File: src/rtl/word_bank_arbiter.sv
// Round-robin arbiter sharing a small word bank between requesters, with a bulk-clear sequencer.
// Optional macro PRESET_EN adds an i_pst input and a PRESET sequence that fills the bank with PST.
//
// state     | meaning
// ST_IDLE   | arbitrating requesters, one access per edge
// ST_CLEAR  | walking every address, writing RST
// ST_PRESET | walking every address, writing PST (PRESET_EN only)
module word_bank_arbiter #(
  parameter int Width = 8,
  parameter int Depth = 4,
  parameter int AddrW = 2,
  parameter int Req   = 2,
  parameter logic [Width-1:0] RST = {Width{1'b0}},
  parameter logic [Width-1:0] PST = {Width{1'b1}}
) (
  input  logic                   i_clk,
  input  logic                   i_rst,
  input  logic [Req-1:0]         i_req,
  input  logic [Req-1:0]         i_we,
  input  logic [Req*AddrW-1:0]   i_addr,
  input  logic [Req*Width-1:0]   i_din,
  input  logic                   i_clr,
`ifdef PRESET_EN
  input  logic                   i_pst,
`endif
  output logic [Req-1:0]         o_gnt,
  output logic [Width-1:0]       o_dout,
  output logic                   o_busy
);

  localparam int PtrW = (Req > 1) ? $clog2(Req) : 1;

`ifdef PRESET_EN
  typedef enum logic [1:0] {ST_IDLE, ST_CLEAR, ST_PRESET} state_t;
`else
  typedef enum logic [1:0] {ST_IDLE, ST_CLEAR} state_t;
`endif

  state_t               r_state;
  state_t               w_state_nxt;
  logic [PtrW-1:0]      r_ptr;
  logic [AddrW-1:0]     r_cnt;
  logic [Width-1:0]     r_mem [Depth];
  logic [Req-1:0]       r_gnt;
  logic [Width-1:0]     r_dout;
  logic                 r_busy;

  logic                 w_found;
  logic [PtrW-1:0]      w_win;
  logic [PtrW-1:0]      w_ptr_nxt;
  logic [Req-1:0]       w_gnt_nxt;
  logic [AddrW-1:0]     w_addr;
  logic                 w_we;
  logic [Width-1:0]     w_din;
  logic                 w_in_range;
  logic [Width-1:0]     w_rdata;
  logic                 w_cnt_last;
  logic                 w_preset;
  logic [Width-1:0]     w_fill;

  function automatic logic [PtrW-1:0] wrap_idx(input logic [PtrW-1:0] base, input int off);
    int s;
    s = int'(base) + off;
    if (s >= Req) s = s - Req;
    return PtrW'(s);
  endfunction

  // First asserted request at or after the pointer, wrapping around
  always_comb begin
    w_found = 1'b0;
    w_win   = '0;
    for (int i = 0; i < Req; i++) begin
      if (!w_found && i_req[wrap_idx(r_ptr, i)]) begin
        w_found = 1'b1;
        w_win   = wrap_idx(r_ptr, i);
      end
    end
  end

  always_comb begin
    w_addr    = '0;
    w_we      = 1'b0;
    w_din     = '0;
    w_gnt_nxt = '0;
    for (int i = 0; i < Req; i++) begin
      if (w_win == PtrW'(i)) begin
        w_addr       = i_addr[i*AddrW +: AddrW];
        w_we         = i_we[i];
        w_din        = i_din[i*Width +: Width];
        w_gnt_nxt[i] = w_found;
      end
    end
  end

  assign w_ptr_nxt  = (w_win == PtrW'(Req-1)) ? '0 : w_win + PtrW'(1);
  assign w_in_range = ({1'b0, w_addr} < (AddrW+1)'(Depth));
  assign w_rdata    = w_in_range ? r_mem[w_addr] : RST;
  assign w_cnt_last = (r_cnt == AddrW'(Depth-1));

`ifdef PRESET_EN
  assign w_preset = (r_state == ST_PRESET);
`else
  assign w_preset = 1'b0;
`endif
  assign w_fill = w_preset ? PST : RST;

  always_comb begin
    w_state_nxt = r_state;
    case (r_state)
      ST_IDLE: begin
        if (i_clr) w_state_nxt = ST_CLEAR;
`ifdef PRESET_EN
        else if (i_pst) w_state_nxt = ST_PRESET;
`endif
      end
      default: begin
        if (w_cnt_last) w_state_nxt = ST_IDLE;
      end
    endcase
  end

  always_ff @(posedge i_clk) begin
    if (i_rst) begin
      for (int i = 0; i < Depth; i++) r_mem[i] <= RST;
      r_state <= ST_IDLE;
      r_ptr   <= '0;
      r_cnt   <= '0;
      r_gnt   <= '0;
      r_dout  <= '0;
      r_busy  <= 1'b0;
    end else begin
      r_state <= w_state_nxt;
      r_busy  <= (w_state_nxt != ST_IDLE);
      r_gnt   <= '0;
      if (r_state == ST_IDLE) begin
        r_cnt <= '0;
        // A sequence start takes priority over any pending request
        if (w_state_nxt == ST_IDLE && w_found) begin
          r_gnt <= w_gnt_nxt;
          r_ptr <= w_ptr_nxt;
          if (w_we) begin
            if (w_in_range) r_mem[w_addr] <= w_din;
          end else begin
            r_dout <= w_rdata;
          end
        end
      end else begin
        r_mem[r_cnt] <= w_fill;
        r_cnt        <= r_cnt + AddrW'(1);
      end
    end
  end

  assign o_gnt  = r_gnt;
  assign o_dout = r_dout;
  assign o_busy = r_busy;

endmodule

File: config.mk
export PLATFORM = sky130hd
export DESIGN_NAME = word_bank_arbiter
export DESIGN_NICKNAME = d
export VERILOG_FILES = /design/src/rtl/word_bank_arbiter.sv
export SDC_FILE = /design/constraint.sdc
export NUM_CORES = 1
export LEC_CHECK = 0
export BUFFER_PORTS_ARGS = -buffer_cell sky130_fd_sc_hd__buf_2
export CAP_MARGIN = 20
export CORE_MARGIN = 2
export CORE_UTILIZATION = 32
export CTS_CLUSTER_SIZE = 28
export DETAILED_ROUTE_END_ITERATION = 16
export PLACE_DENSITY_LB_ADDON = 0.1
export SLEW_MARGIN = 20
export SYNTH_ARGS = -nofsm -noshare
export SYNTH_HDL_FRONTEND = slang
export SYNTH_SLANG_ARGS = --single-unit
File: constraint.sdc
create_clock -name i_clk -period 5.1 [get_ports i_clk]
set_clock_uncertainty 0.2 [all_clocks]
set_input_delay 0.51 -clock i_clk [delete_from_list [all_inputs] [get_ports i_clk]]
set_output_delay 0.51 -clock i_clk [all_outputs]
set_load 0.005 [all_outputs]
==> impl_metrics.json, run 1 <==
{
  "die_y_um": 90.42,
  "viasPerCell": 4.724,
  "required_ns": 4.83,
  "finalNetCount": 265,
  "grt_max_degree": 19,
  "routed_wl_um": 5012,
  "hold_class": "reg2reg",
  "overflow": 0,
  "setup_viol": 0,
  "fin_cells": 337,
  "drt_iter0_drc": 59,
  "hold_path_startpoint": "o_dout[0]",
  "cts_resized": 0,
  "worst_setup_path_end_kind": "flip-flop",
  "worstSetupStartpoint": "r_ptr",
  "ant_nets": 0,
  "syn_avg_cell_area_sq_um": 11.66,
  "antennaDiodeCount": 0,
  "synth_nets": 233,
  "htreeDepth": 2,
  "postSynthCellCount": 205,
  "core_sq_mm": 0.007253,
  "wl_per_cell_um": 14.87,
  "cp_max_fo": 10,
  "power_density_mw_per_mm2": 302.6,
  "layout-drive-gt1-share_pct": 29.41,
  "met1_length_um": 2552,
  "relSlewSlack_pct": 35.21,
  "synth_edf_count": 32,
  "vdd_ir_drop_max_mv": 0.08239,
  "cts.sinks": 48,
  "start_util_pct": 32.95,
  "vias": 1592,
  "path_class": "reg2reg",
  "ctsRootBufferMaster": "clkbuf_8",
  "fin_setup_tns_ns": 0,
  "placementRows": 31,
  "areaGrowthSynthToFinish_pct": 13.40,
  "tightest_slew_ns": 0.9680,
  "route.detailed.drc": 0,
  "clk_path_buf_depth": 2,
  "status": "finished clean",
  "postCtsSetupBuffers": 0,
  "synth_area_sq_mm": 0.002390,
  "wl_met3_um": 262,
  "report.final.hold_viol_count": 0,
  "dr_wl_met2_um": 2106,
  "drv_slew": 0,
  "grt_pass1_wl_um": 8521,
  "hold_buffers": 0,
  "clock_latency_ns": 0.30,
  "cts-buffers-inserted": 5,
  "antenna_found_initial": 0,
  "period_needed_ns": 2.991,
  "ys_ff_latch": 48,
  "drt_pass1_iterations": 4,
  "timing.final.ws_setup_ns": 2.109,
  "ys_seq_area_share_pct": 53.61,
  "grt_pass1_vias": 1623,
  "die_w_um": 90.42,
  "p_leak_nw": 1.088,
  "clk_pin_slew_ns": 0.09,
  "place_hpwl_um": 3723,
  "rsz0062_at_grt": "false",
  "critPathArrivalTime_ns": 2.72,
  "port_buffers": 37,
  "highest_layer": "met4",
  "gp_congestion": 0.7256,
  "io_pins": 38,
  "fin_crit_sh_pct": 58.65,
  "synthArstFlopShare_pct": 0,
  "track_usage_pct": 13.27,
  "dp_slack_ns": 1.896,
  "die_area_sq_mm": 0.008176,
  "ys_warn_count": 0,
  "max_freq_ghz": 0.3343,
  "ys_types": 41,
  "synth_top_flop_cell": "edfxtp_1",
  "r2r-start": "r_ptr",
  "cap_viol_max_count": 0,
  "totalPowerFinal_mw": 0.8202,
  "place_inst": 329,
  "tritoncts": "yes",
  "start_kind": "flip-flop"
}
[synth_stat cells (3+ instances only)]
| library cell | count | share of area, % |
|---|---|---|
| or2_2 | 8 | 2.1 |
| inv_1 | 18 | 2.8 |
| nor3_1 | 9 | 1.9 |
| nor3_2 | 9 | 3.8 |
| dfxtp_1 | 16 | 13 |
| edfxtp_1 | 32 | 40 |
| o32ai_1 | 8 | 2.9 |
| o21ai_1 | 3 | 0.63 |
| nand2_1 | 4 | 0.63 |
| a221oi_1 | 16 | 5.9 |
| mux2i_1 | 8 | 3.4 |
| and2_1 | 11 | 2.9 |
| nor2_1 | 5 | 0.79 |
| nor3b_1 | 3 | 0.94 |
| clkbuf_1 | 4 | 0.63 |
| nor2b_1 | 16 | 4.2 |
| buf_6 | 6 | 2.8 |
[report_power, final]
group	switching (mW)	total, mW	internal (mW)
clock	0.127	0.253	0.125
combinational	0.0732	0.118	0.0443
sequential	0.00895	0.450	0.441
[through the flow]
| stage | utilization (%) | cell area [sq um] | hold WS (ns) |
|---|---|---|---|
| finish | 37.36 | 2710 | 0.2561 |
| CTS | 37.36 | 2710 | 0.2619 |
| detailed placement | 35.90 | 2604 | 0.2461 |
| floorplan | - | 2390 | 0.2505 |
| global route | 37.36 | 2710 | 0.2829 |
| global placement | 35.90 | 2604 | 0.2412 |
[critical path, stage by stage, from the launching register on]
cell       delay, ns
dfxtp_1         0.33
nand2b_1        0.23
and3_1          0.28
o2111ai_1       0.33
and2_1          0.43
a2bb2oi_1       0.81
[flip-flops by register name, summed over array words and instances, names as in the netlist]
name / cells
o_dout: 8
r_cnt: 2
r_ptr: 1
r_mem: 32
o_gnt: 2
r_state: 2
o_busy: 1
[logic make-up after synthesis]
group,count (synthesis),synth area share (%)
buffers and inverters,30,6.806
AO/OA/AOI/OAI,41,14.45
flip-flops,48,53.61
adder cells (fa/ha/maj),1,0.5235
AND/OR/NAND/NOR,77,21.26
multiplexers,8,3.351
[final cells by class]
type / count / area, sq um
Clock buffer: 6 / 93.84
Clock inverter: 2 / 12.51
Fill cell: 715 / 4543
Inverter: 18 / 67.56
Multi-Input combinational cell: 127 / 945.9
Sequential cell: 48 / 1281
Tap cell: 99 / 123.9
Timing Repair Buffer: 37 / 185.2
[per-layer routing]
layer,GRT usage [%],up-vias
li1,-,816
met1,20.17,714
met2,18.23,54
met3,3.005,8
met4,4.872,0
met5,0,-
[placed cells by master (no fill, tap or decap), types with 4 or more instances in the layout]
cell | netlist | routed
nand2_1 | 4 | 4
a221oi_1 | 16 | 16
nor3_1 | 9 | 9
buf_2 | 1 | 37
dfxtp_1 | 16 | 16
or2_2 | 8 | 8
edfxtp_1 | 32 | 32
and2_1 | 11 | 11
inv_1 | 18 | 18
nor2b_1 | 16 | 16
mux2i_1 | 8 | 8
o32ai_1 | 8 | 8
clkbuf_8 | 0 | 5
nor3_2 | 9 | 9
nor2_1 | 5 | 5
[final timing paths]
check                end  slack [ns]  depth (start not counted)
max reg2reg  r_mem[3][4]        2.11                          5
max          r_mem[3][4]        2.11                          5
min            o_dout[0]        0.26                          2
min reg2reg    o_dout[0]        0.26                          2
Power figures use the tool's default switching activity.
==> run 2: changes to the inputs <==
Clock period 5.1 ns to 2.5 ns, I/O delays scaled along.
==> run 2 against run 1 <==
Clock power rose by 130%. Fmax is 29% higher. Global-route usage down 0.13 points. Critical path type unchanged. Total power up 110%. Worst setup slack lost 1.9 ns. Routed wire length up 0.88%. Count of clock-buffer cells in the layout is 2 higher. Sequential cell count unchanged. First-iteration DRC count rose by 25%. Via count grew 1.1%.
==> impl_metrics.json, run 2 (synthesis gave the netlist of run 1 again) <==
{
  "io_pins": 38,
  "whs_path_depth": 2,
  "ctsRootBufferMaster": "clkbuf_8",
  "track_usage_pct": 13.14,
  "route.detailed.drc": 0,
  "die_y_um": 90.42,
  "p_leak_nw": 1.144,
  "port_buffers": 37,
  "setup_viol": 0,
  "intPower_mw": 1.320,
  "period_needed_ns": 2.321,
  "utilization_pct": 38.69,
  "hold_class": "in2reg",
  "cap_viol_max_count": 0,
  "cts.sinks": 48,
  "drt_pass1_iterations": 4,
  "regMostFlops": "r_mem",
  "placementRows": 31,
  "final_common_cell": "buf_2",
  "fin_cells": 346,
  "ff2ff_path_depth": 5,
  "tightest_slew_ns": 0.4953,
  "finalNetCount": 274,
  "regArea_sq_mm": 0.001281,
  "switching_share_pct": 24.83,
  "drv_slew": 0,
  "antennaDiodeCount": 0,
  "layout-drive-gt1-share_pct": 32.39,
  "p_sw_mw": 0.4358,
  "layout_common_cells": "buf_2 (37), edfxtp_1 (32), inv_1 (18)",
  "worst_hold_slack_ns": 0.04401,
  "vias": 1610,
  "report.final.hold_viol_count": 0,
  "place_inst": 338,
  "path_class": "reg2reg",
  "die_area_sq_mm": 0.008176,
  "cts-buffers-inserted": 5,
  "n_fill_cell": 734,
  "wl_per_cell_um": 14.61,
  "routed_wl_um": 5056,
  "antenna_found_initial": 0,
  "drt_iter0_drc": 74,
  "critPathArrivalTime_ns": 2.07,
  "p_clk_share_pct": 32.7,
  "gp_congestion": 0.7820,
  "core_sq_mm": 0.007253,
  "grt_pass1_vias": 1629,
  "postCtsSetupBuffers": 0,
  "start_kind": "flip-flop",
  "largest_register_ffs": 32,
  "clk_pin_slew_ns": 0.09,
  "vdd_ir_drop_max_mv": 0.2719,
  "worst_setup_path_end_kind": "flip-flop",
  "clock_latency_ns": 0.30,
  "htreeDepth": 2,
  "relSlewSlack_pct": 66.90,
  "start_util_pct": 32.95,
  "die_w_um": 90.42,
  "max_freq_ghz": 0.4308,
  "required_ns": 2.25,
  "tritoncts": "yes",
  "ant_nets": 0,
  "power_density_mw_per_mm2": 625.5,
  "fin_crit_sh_pct": 92.84,
  "areaGrowthSynthToFinish_pct": 17.43,
  "status": "finished clean",
  "fin_setup_tns_ns": 0,
  "pwr-share-comb_pct": 15.1,
  "viasPerCell": 4.653,
  "seqPwrFrac_pct": 52.1,
  "overflow": 0,
  "place_hpwl_um": 3832,
  "grt_max_degree": 19,
  "grt_pass1_wl_um": 8514,
  "clk_path_buf_depth": 2,
  "cp_max_fo": 8,
  "totalPowerFinal_mw": 1.755,
  "multi_input_area_sq_um": 959.7
}
[run 2: changes by cell type in the layout (fill, tap and decap cells not counted)]
cell / before / now
buf_4: 0 / 9
clkbuf_8: 5 / 7
clkinv_2: 1 / 0
clkinvlp_4: 1 / 0
o2111ai_1: 1 / 0
o2111ai_2: 0 / 1
o21bai_2: 2 / 1
o21bai_4: 0 / 1
[run 2: what timing repair did]
item                                    CTS  global route
hold endpoints to repair                  0             0
hold buffers                              0             0
endpoints found under the setup margin    0            14
gates resized for setup                   0             2
[run 2: final cells by class]
class | instances | share of cell area [%]
tap | 99 | 4.414
multi-input combinational | 127 | 34.20
clock buffer | 8 | 4.325
sequential | 48 | 45.65
timing repair buffer | 46 | 9.006
inverter | 18 | 2.407
[run 2: path summary, 6_finish.rpt]
check	start	end	slack, ns
worst max-delay path	r_ptr	r_mem[2][5]	0.18
worst min-delay path	i_req[1]	r_ptr	0.04
worst max register to register	r_ptr	r_mem[2][5]	0.18
worst min register to register	o_dout[1]	o_dout[1]	0.25
[run 2: per-stage QoR]
step / instance area (sq um) / setup WS [ns]
after floorplan: 2390 / 0.03977
after global placement: 2671 / 0.2413
after detailed placement: 2671 / 0.1884
after CTS: 2793 / 0.1737
after global routing: 2806 / -0.01002
final: 2806 / 0.1789
[run 2: critical path: stages, from the launching register on]
cell and delay [ns]:
dfxtp_1 0.33, nand2b_1 0.24, a21boi_1 0.41, o21ai_1 0.11, o22a_1 0.26, o21bai_2 0.41
[run 2: per-layer routing]
layer / wire [um] / GRT usage, % / vias to the layer above
li1: - / - / 834
met1: 2764 / 19.56 / 738
met2: 2058 / 18.92 / 32
met3: 167 / 3.088 / 6
met4: 65 / 3.846 / 0
met5: 0 / 0 / -
[run 2: power by group through the flow]
stage               registers (mW)  clock network, mW  logic (mW)
floorplan                    0.930                  0       0.188
global placement             0.932                  0       0.267
detailed placement           0.934                  0       0.266
CTS                          0.915              0.593       0.266
global route                 0.921              0.619       0.298
finish                       0.915              0.575       0.266
==> run 3: changes to the inputs <==
Settings changed: ABC_AREA set to 1, CORE_UTILIZATION 32 to 50.
==> run 3 against run 2 <==
Worst setup slack improved by 0.053 ns. Largest cell class unchanged. Critical path depth is 4 higher. Critical path type unchanged. First-iteration DRC count is 50% higher. Combinational power increased by 10%.
==> impl_metrics.json, run 3 <==
{
  "cap_viol_max_count": 0,
  "fin_setup_tns_ns": 0,
  "grt_pass1_vias": 1751,
  "critPathTopFamily": "simple AND/OR/NAND/NOR gates",
  "slowest_stage": "dfxtp_1",
  "worst_setup_path_end_kind": "flip-flop",
  "viasPerCell": 4.823,
  "p_clk_share_pct": 35.7,
  "intPower_mw": 1.419,
  "placementRows": 25,
  "ant_nets": 0,
  "postCtsSetupBuffers": 0,
  "ys_seq_area_share_pct": 53.36,
  "core_sq_mm": 0.004661,
  "critPathMaxStageDelay_ns": 0.33,
  "ys_types": 26,
  "routed_wl_um": 4797,
  "postSynthCellCount": 291,
  "place_hpwl_um": 3576,
  "cts-buffers-inserted": 5,
  "port_buffers": 37,
  "critPathArrivalTime_ns": 2.05,
  "status": "finished clean",
  "switching_share_pct": 25.24,
  "p_sw_mw": 0.4793,
  "largest_register_ffs": 32,
  "io_pins": 38,
  "track_usage_pct": 19.97,
  "regMostFlops": "r_mem",
  "max_freq_ghz": 0.4410,
  "synthArstFlopShare_pct": 0,
  "clk_pin_slew_ns": 0.10,
  "p_leak_nw": 1.391,
  "vias": 1881,
  "tightest_slew_ns": 0.5108,
  "vdd_ir_drop_max_mv": 0.3896,
  "gp_congestion": 0.9435,
  "utilization_pct": 59.84,
  "tritoncts": "yes",
  "start_kind": "flip-flop",
  "synth_most_common_cell": "nand2_1",
  "drt_pass1_iterations": 4,
  "relSlewSlack_pct": 65.72,
  "ys_warn_count": 0,
  "rsz0062_at_grt": "false",
  "path_class": "reg2reg",
  "seqPwrFrac_pct": 48.9,
  "hold_buffers": 0,
  "report.final.hold_viol_count": 0,
  "synth_nets": 319,
  "synth_edf_count": 32,
  "overflow": 0,
  "clk_path_buf_depth": 2,
  "synthTopCellsByCount": "nand2_1 (77), nor2_1 (54), inv_1 (47), edfxtp_1 (32), nand3_1 (26)",
  "cts.sinks": 48,
  "route.detailed.drc": 0,
  "drt_iter0_drc": 111,
  "n_fill_cell": 443,
  "areaGrowthSynthToFinish_pct": 16.15,
  "period_needed_ns": 2.268,
  "cts_resized": 0,
  "cp_max_fo": 13,
  "synth_area_leaders": "edfxtp_1 (40%), dfxtp_1 (13%), nand2_1 (12%), nor2_1 (8.4%), inv_1 (7.3%)",
  "die_area_sq_mm": 0.005372,
  "ys_ff_latch": 48,
  "htreeDepth": 2,
  "setup_viol": 0,
  "start_util_pct": 51.52,
  "grt_pass1_wl_um": 8031,
  "synth_top_flop_cell": "edfxtp_1",
  "drv_slew": 0,
  "path_buf_inv": 1,
  "die_y_um": 73.30,
  "layout_common_cells": "nand2_1 (77), nor2_1 (54), inv_1 (47), buf_2 (37), edfxtp_1 (32)",
  "crit_chain": "inv_2 -> nand2_2 -> nand2_2 -> nand2_1 -> nand2_1 -> nand3_4 -> o21bai_2 -> nand2_2 -> nand2_1",
  "finalNetCount": 363,
  "layout-drive-gt1-share_pct": 21.13,
  "final_common_cell": "nand2_1",
  "synth_top_area_cell": "edfxtp_1",
  "pwr-share-comb_pct": 15.5,
  "ctsRootBufferMaster": "clkbuf_8",
  "antennaDiodeCount": 0,
  "placed_cell_area_sq_mm": 0.002651,
  "wl_per_cell_um": 12.30,
  "stdcell_area_sq_mm": 0.002789,
  "fin_crit_sh_pct": 90.71,
  "grt_max_degree": 17,
  "power_density_mw_per_mm2": 680.7,
  "die_w_um": 73.30,
  "synth_area_sq_mm": 0.002401,
  "synthDominantCellAreaShare_pct": 40.02,
  "hold_class": "in2reg",
  "clock_latency_ns": 0.30,
  "syn_avg_cell_area_sq_um": 8.251,
  "antenna_found_initial": 0,
  "required_ns": 2.29
}
==> run 3: cell types whose count changed in the layout (fill, tap and decap cells not counted), moves of 9 or more <==
cell / change
a221oi_1: -16
and2_1: -11
inv_1: +29
nand2_1: +73
nand3_1: +25
nor2_1: +49
nor2b_1: -16
nor3_1: -9
nor3_2: -9
==> run 3: routing by layer <==
layer | track usage [%] | vias to the layer above | routed length (um)
met1 | 26.99 | 824 | 2253
met2 | 31.53 | 53 | 2148
li1 | - | 987 | -
met5 | 0 | - | 0
met4 | 8.081 | 0 | 146
met3 | 4.115 | 17 | 248
==> run 3: cell type report <==
cell class                      instances  area [sq um]  area share, %
Sequential cell                        48          1281          45.94
Multi-Input combinational cell        187         883.3          31.67
Timing Repair Buffer                   42         222.7          7.986
Inverter                               51         196.4          7.044
Clock buffer                            5         68.82          2.467
Clock inverter                          3         68.82          2.467
Tap cell                               54         67.56          2.423
==> run 3: power by group through the flow <==
| stage | clock (mW) | sequential [mW] | combinational (mW) |
|---|---|---|---|
| after floorplan | 0 | 0.944 | 0.205 |
| after global placement | 0 | 0.945 | 0.291 |
| after detailed placement | 0 | 0.946 | 0.293 |
| after CTS | 0.682 | 0.928 | 0.295 |
| after global routing | 0.716 | 0.934 | 0.337 |
| final | 0.678 | 0.927 | 0.293 |
==> run 3: path summary, 6_finish.rpt <==
kind / startpoint / slack, ns / depth (start not counted) / end
worst max register to register: r_ptr / 0.23 / 9 / r_mem[2][6]
worst min-delay path: i_rst / 0.08 / 2 / r_state[0]
worst min register to register: r_cnt[0] / 0.26 / 1 / r_cnt[0]
worst max-delay path: r_ptr / 0.23 / 9 / r_mem[2][6]
==> run 3: kinds of logic after synthesis <==
group,after synthesis,synth area share [%]
buffers and inverters,56,9.849
and+or+nand+nor,179,33.56
adders and majority gates,1,0.5210
AOI/OAI and AO/OA,7,2.710
DFF,48,53.36
==> run 3: per-stage QoR <==
stage | instances | setup WS [ns] | hold WS [ns] | total power [mW]
2_1_floorplan | 291 | 0.4726 | 0.1981 | 1.149
3_5_place_dp | 382 | 0.2459 | 0.2501 | 1.239
4_1_cts | 390 | 0.2222 | 0.07906 | 1.904
3_3_place_gp | 382 | 0.2780 | 0.2527 | 1.236
5_1_grt | 390 | 0.05169 | 0.1028 | 1.988
6_report | 390 | 0.2322 | 0.07775 | 1.898
